--- src/rtl/alu_uart_ctrl.sv ---
// ---------------------------------------------------------------------------
// alu_uart_ctrl: collects operand A, operand B and an opcode byte from a UART
// receiver, presents them to an external combinational ALU, then sends the
// ALU result back through the UART transmitter.
//
// Optional feature: define ALU_UART_CTRL_TIMEOUT_EN to enable an inter-byte
// timeout in WAIT_B/WAIT_OP, which adds the timeout_tick output.
//
// Ports:
//   clk           in   single clock, rising edge
//   reset         in   asynchronous active-low reset
//   rx_done_tick  in   one-cycle pulse, rx_data valid
//   rx_data       in   received byte [NB_DATA]
//   tx_done_tick  in   one-cycle pulse, transmitter finished
//   alu_result    in   combinational ALU output [NB_DATA]
//   alu_a, alu_b  out  registered operands [NB_DATA]
//   alu_op        out  registered opcode [NB_OP]
//   tx_start      out  registered one-cycle transmit request
//   tx_data       out  registered byte to transmit [NB_DATA]
//   timeout_tick  out  one-cycle timeout pulse (only with the macro)
//   busy          out  high in SEND or WAIT_TX
//   overrun       out  one-cycle pulse, a received byte was dropped
// ---------------------------------------------------------------------------
module alu_uart_ctrl #(
  parameter int unsigned NB_DATA     = 8,
  parameter int unsigned NB_OP       = 6,
  parameter int unsigned TIMEOUT_CYC = 1000000
) (
  input  logic               clk,
  input  logic               reset,
  input  logic               rx_done_tick,
  input  logic [NB_DATA-1:0] rx_data,
  input  logic               tx_done_tick,
  input  logic [NB_DATA-1:0] alu_result,
  output logic [NB_DATA-1:0] alu_a,
  output logic [NB_DATA-1:0] alu_b,
  output logic [NB_OP-1:0]   alu_op,
  output logic               tx_start,
  output logic [NB_DATA-1:0] tx_data,
`ifdef ALU_UART_CTRL_TIMEOUT_EN
  output logic               timeout_tick,
`endif
  output logic               busy,
  output logic               overrun
);

  localparam logic [2:0] StWaitA  = 3'd0;
  localparam logic [2:0] StWaitB  = 3'd1;
  localparam logic [2:0] StWaitOp = 3'd2;
  localparam logic [2:0] StSend   = 3'd3;
  localparam logic [2:0] StWaitTx = 3'd4;

  logic [2:0]         state_q, state_d;
  logic [NB_DATA-1:0] alu_a_q, alu_a_d;
  logic [NB_DATA-1:0] alu_b_q, alu_b_d;
  logic [NB_OP-1:0]   alu_op_q, alu_op_d;
  logic [NB_DATA-1:0] tx_data_q, tx_data_d;
  logic               tx_start_q, tx_start_d;
  logic               overrun_q, overrun_d;

`ifdef ALU_UART_CTRL_TIMEOUT_EN
  localparam int unsigned CntW = $clog2(TIMEOUT_CYC + 1);
  localparam logic [CntW-1:0] CntLast = CntW'(TIMEOUT_CYC - 1);

  logic [CntW-1:0] cnt_q, cnt_d;
  logic            timeout_q, timeout_d;
`endif

  always_comb begin
    state_d    = state_q;
    alu_a_d    = alu_a_q;
    alu_b_d    = alu_b_q;
    alu_op_d   = alu_op_q;
    tx_data_d  = tx_data_q;
    tx_start_d = 1'b0;
    overrun_d  = 1'b0;
`ifdef ALU_UART_CTRL_TIMEOUT_EN
    cnt_d      = '0;
    timeout_d  = 1'b0;
`endif
    case (state_q)
      StWaitA: begin
        if (rx_done_tick) begin
          alu_a_d = rx_data;
          state_d = StWaitB;
        end
      end
      StWaitB: begin
        if (rx_done_tick) begin
          alu_b_d = rx_data;
          state_d = StWaitOp;
        end
`ifdef ALU_UART_CTRL_TIMEOUT_EN
        // A byte arriving in the last cycle takes priority over the timeout.
        else if (cnt_q == CntLast) begin
          state_d   = StWaitA;
          timeout_d = 1'b1;
        end else begin
          cnt_d = cnt_q + 1'b1;
        end
`endif
      end
      StWaitOp: begin
        if (rx_done_tick) begin
          alu_op_d = rx_data[NB_OP-1:0];
          state_d  = StSend;
        end
`ifdef ALU_UART_CTRL_TIMEOUT_EN
        else if (cnt_q == CntLast) begin
          state_d   = StWaitA;
          timeout_d = 1'b1;
        end else begin
          cnt_d = cnt_q + 1'b1;
        end
`endif
      end
      StSend: begin
        // Operands have been stable for a full cycle, so alu_result is settled.
        tx_data_d  = alu_result;
        tx_start_d = 1'b1;
        state_d    = StWaitTx;
        overrun_d  = rx_done_tick;
      end
      StWaitTx: begin
        if (tx_done_tick) begin
          state_d = StWaitA;
        end
        overrun_d = rx_done_tick;
      end
      default: state_d = StWaitA;
    endcase
  end

  always_ff @(posedge clk or negedge reset) begin
    if (!reset) begin
      state_q    <= StWaitA;
      alu_a_q    <= '0;
      alu_b_q    <= '0;
      alu_op_q   <= '0;
      tx_data_q  <= '0;
      tx_start_q <= 1'b0;
      overrun_q  <= 1'b0;
`ifdef ALU_UART_CTRL_TIMEOUT_EN
      cnt_q      <= '0;
      timeout_q  <= 1'b0;
`endif
    end else begin
      state_q    <= state_d;
      alu_a_q    <= alu_a_d;
      alu_b_q    <= alu_b_d;
      alu_op_q   <= alu_op_d;
      tx_data_q  <= tx_data_d;
      tx_start_q <= tx_start_d;
      overrun_q  <= overrun_d;
`ifdef ALU_UART_CTRL_TIMEOUT_EN
      cnt_q      <= cnt_d;
      timeout_q  <= timeout_d;
`endif
    end
  end

  assign alu_a    = alu_a_q;
  assign alu_b    = alu_b_q;
  assign alu_op   = alu_op_q;
  assign tx_data  = tx_data_q;
  assign tx_start = tx_start_q;
  assign overrun  = overrun_q;
  assign busy     = (state_q == StSend) || (state_q == StWaitTx);
`ifdef ALU_UART_CTRL_TIMEOUT_EN
  assign timeout_tick = timeout_q;
`endif

endmodule
--- config.mk ---
export PLATFORM = sky130hd
export DESIGN_NAME = alu_uart_ctrl
export DESIGN_NICKNAME = d
export VERILOG_FILES = /design/src/rtl/alu_uart_ctrl.sv
export SDC_FILE = /design/constraint.sdc
export NUM_CORES = 1
export LEC_CHECK = 0
export CAP_MARGIN = 30
export CORE_ASPECT_RATIO = 1.75
export CORE_MARGIN = 2
export CORE_UTILIZATION = 41
export CTS_BUF_LIST = sky130_fd_sc_hd__clkbuf_4
export DETAILED_ROUTE_END_ITERATION = 16
export DONT_BUFFER_PORTS = 1
export GPL_ROUTABILITY_DRIVEN = 0
export PLACE_DENSITY = 0.61
export REMOVE_ABC_BUFFERS = 1
export SLEW_MARGIN = 20
export SYNTH_ARGS = -nofsm -noshare
export SYNTH_HDL_FRONTEND = slang
export SYNTH_SLANG_ARGS = --single-unit
--- constraint.sdc ---
create_clock -name clk -period 1.94 [get_ports clk]
set_input_delay 0.194 -clock clk [delete_from_list [all_inputs] [get_ports clk]]
set_output_delay 0.194 -clock clk [all_outputs]
set_load 0.1 [all_outputs]
==> impl_metrics.ini <==
[status]
run_status = finished, final reports clean

[grt]
grt_pass1_vias = 998
grt_util_all_layers_pct = 17.1
grt_pass1_wl_um = 4440
antenna_violations_before_repair = 0
overflow_left_after_global_routing = 0
largest_net_degree_at_the_start_of_global_routing = 36

[clocking]
cts_sinks = 35
cts.repair_timing.setup_buffer_count = 0
htree_num_levels = 2
clockBufferDepth = 2
cts_hold_buffers = 20
cts_inserted_buffers = 5
cts_tree = built
cts_root_buf = sky130_fd_sc_hd__clkbuf_4
cts_resized = 0
clock_transition_at_path_regs_ps = 100
clock_latency_at_the_later_pin_of_the_worst_skew_pair_ps = 340

[layout]
antenna_cells_inserted = 0
final_net_count = 166
post-route-util_pct = 62.8
drive_above_1_share_pct = 53.7
synthToLayoutAreaGrowth_pct = 46.5
layout.cells.most_common_list = 35 x sky130_fd_sc_hd__dfrtp_1, 35 x sky130_fd_sc_hd__buf_4, 30 x sky130_fd_sc_hd__mux2_2

[logic_synthesis]
ys_seq_elements = 35
post_synthesis_instance_total = 84
seq_area_frac_synth_pct = 64.3
synthDominantAreaCellType = sky130_fd_sc_hd__dfrtp_1
postSynthAreaPerCell_um2 = 16.2
synth_top_area_share_pct = 64.3
synth_warnings = 0
post_synth_instance_area_um2 = 1360
yosys.cell_types.count = 15
netlist_top_cells_area = sky130_fd_sc_hd__dfrtp_1 64%, sky130_fd_sc_hd__mux2_2 25%, sky130_fd_sc_hd__nor4b_4 1.7%

[sta]
setup_viol = 0
timing.setup.tns_ps = 0
final_max_slew_viol_count = 0
timing.slew.headroom_pct = 78.1
clock_skew_ps = 8.29
fmax_mhz = 535
final_critical_path_required_period_ps = 1870
rsz0062_at_grt = no
hold_violations = 0
worst_pin_slew_ps = 327
final_period_util_pct = 96.3

[hold_path]
class_of_the_worst_hold_path = primary input to flop

[setup_path]
cp_slowest_cell = sky130_fd_sc_hd__or3b_2
cells_along_the_critical_path = or3b_2 -> nand2_1 -> buf_12
cp_max_fo = 9
critical_path_required_time_ps = 1750
cp_top_family = simple AND/OR/NAND/NOR gates
cpPeakStageDelay_ps = 530
start_kind = flop
criticalPathCategory = flop to output pin
end_kind = output pin
worst_ep_arrival_time_ps = 1670
cp.buffers_inverters = 1

[routing]
routed_via_density = 4.87
detail_route.drc_violations = 0
detail-route-antenna-nets = 0
routed_wl_um = 2820
routed_wire_length_per_instance_um = 14.9
drtIter0Drc = 4
vias_post_dr = 926
first_pass_iters = 4

[floorplanning]
design.die.area_um2 = 3820
coreArea_um2 = 3180
fp.dieH_um = 80.2
ios = 53
floorplan.initialDensity_pct = 42.9
core.rowCount = 27
chipWidth_um = 47.6

[placement]
place.port_buffers = 0

[flow_run]
timing.max_cap.violations = 0
-- path summary, 6_finish.rpt --
| path | to | slack (ps) | from | cells after the start |
|---|---|---|---|---|
| max | busy | 70 | state_q[0] | 3 |
| min | state_q[0] | 3 | rx_done_tick | 2 |
| max reg2reg | alu_a[7] | 400 | state_q[2] | 3 |
| min reg2reg | alu_b[3] | 520 | alu_b[3] | 1 |
| max in group asynchronous | alu_b[7] | 1470 | reset | 2 |
| min in group asynchronous | alu_op[3] | 280 | reset | 2 |
-- layer usage --
metal  wire length (um)  global-route usage [%]  vias to the layer above
met3                238                    8.54                        7
met4                 68                    8.11                        0
met1                987                    16.7                      454
met2               1530                    28.2                       46
met5                  0                       0                        -
li1                   -                       -                      419
-- kinds of logic after synthesis --
| group | synth area share, % |
|---|---|
| DFF | 64.3 |
| buffers and inverters | 2.21 |
| and+or+nand+nor | 6.98 |
| AOI/OAI and AO/OA | 1.65 |
| muxes | 24.8 |
-- stage by stage --
| stage | hold slack (ps) | std cells | setup slack, ps | area (um^2) |
|---|---|---|---|---|
| after global placement | -101 | 159 | 449 | 1680 |
| after CTS | 2.00 | 187 | 65.6 | 1960 |
| after detailed placement | -101 | 159 | 399 | 1680 |
| after global routing | 1.83 | 190 | 5.83 | 1990 |
| final | 2.78 | 190 | 72.0 | 1990 |
| after floorplan | -102 | 80 | 48.0 | 1340 |
-- registers in the layout, summed over array words and instances (netlist names) --
signal and flops:
alu_a 8, alu_b 8, tx_data 8, alu_op 6, state_q 3, overrun 1, tx_start 1
-- final cells by class --
cell class	count	area, um^2
clock buffer	5	37.5
clock inverter	3	38.8
fill	252	1180
inverter	1	3.75
multi-input combinational	44	462
sequential	35	876
tap	43	53.8
timing repair buffer	59	523
-- Yosys cell counts, drive strengths merged --
master / number
dfrtp: 35
mux2: 30
buf: 4
a21oi: 2
nand2b: 2
nand3b: 2
or3b: 2
a21boi: 1
and4bb: 1
inv: 1
nand2: 1
nor4b: 1
nor4bb: 1
o21ai: 1
-- worst reg2reg max path, delay by kind of cell, from the launching register on --
kind / cells / cell delay [ps]
buf+inv: 1 / 210
simple gates: 1 / 410
mux: 1 / 330
flops: 1 / 480
Power is not shown: default switching activity piles up to over one toggle a cycle in this logic, so the estimate is an artifact.
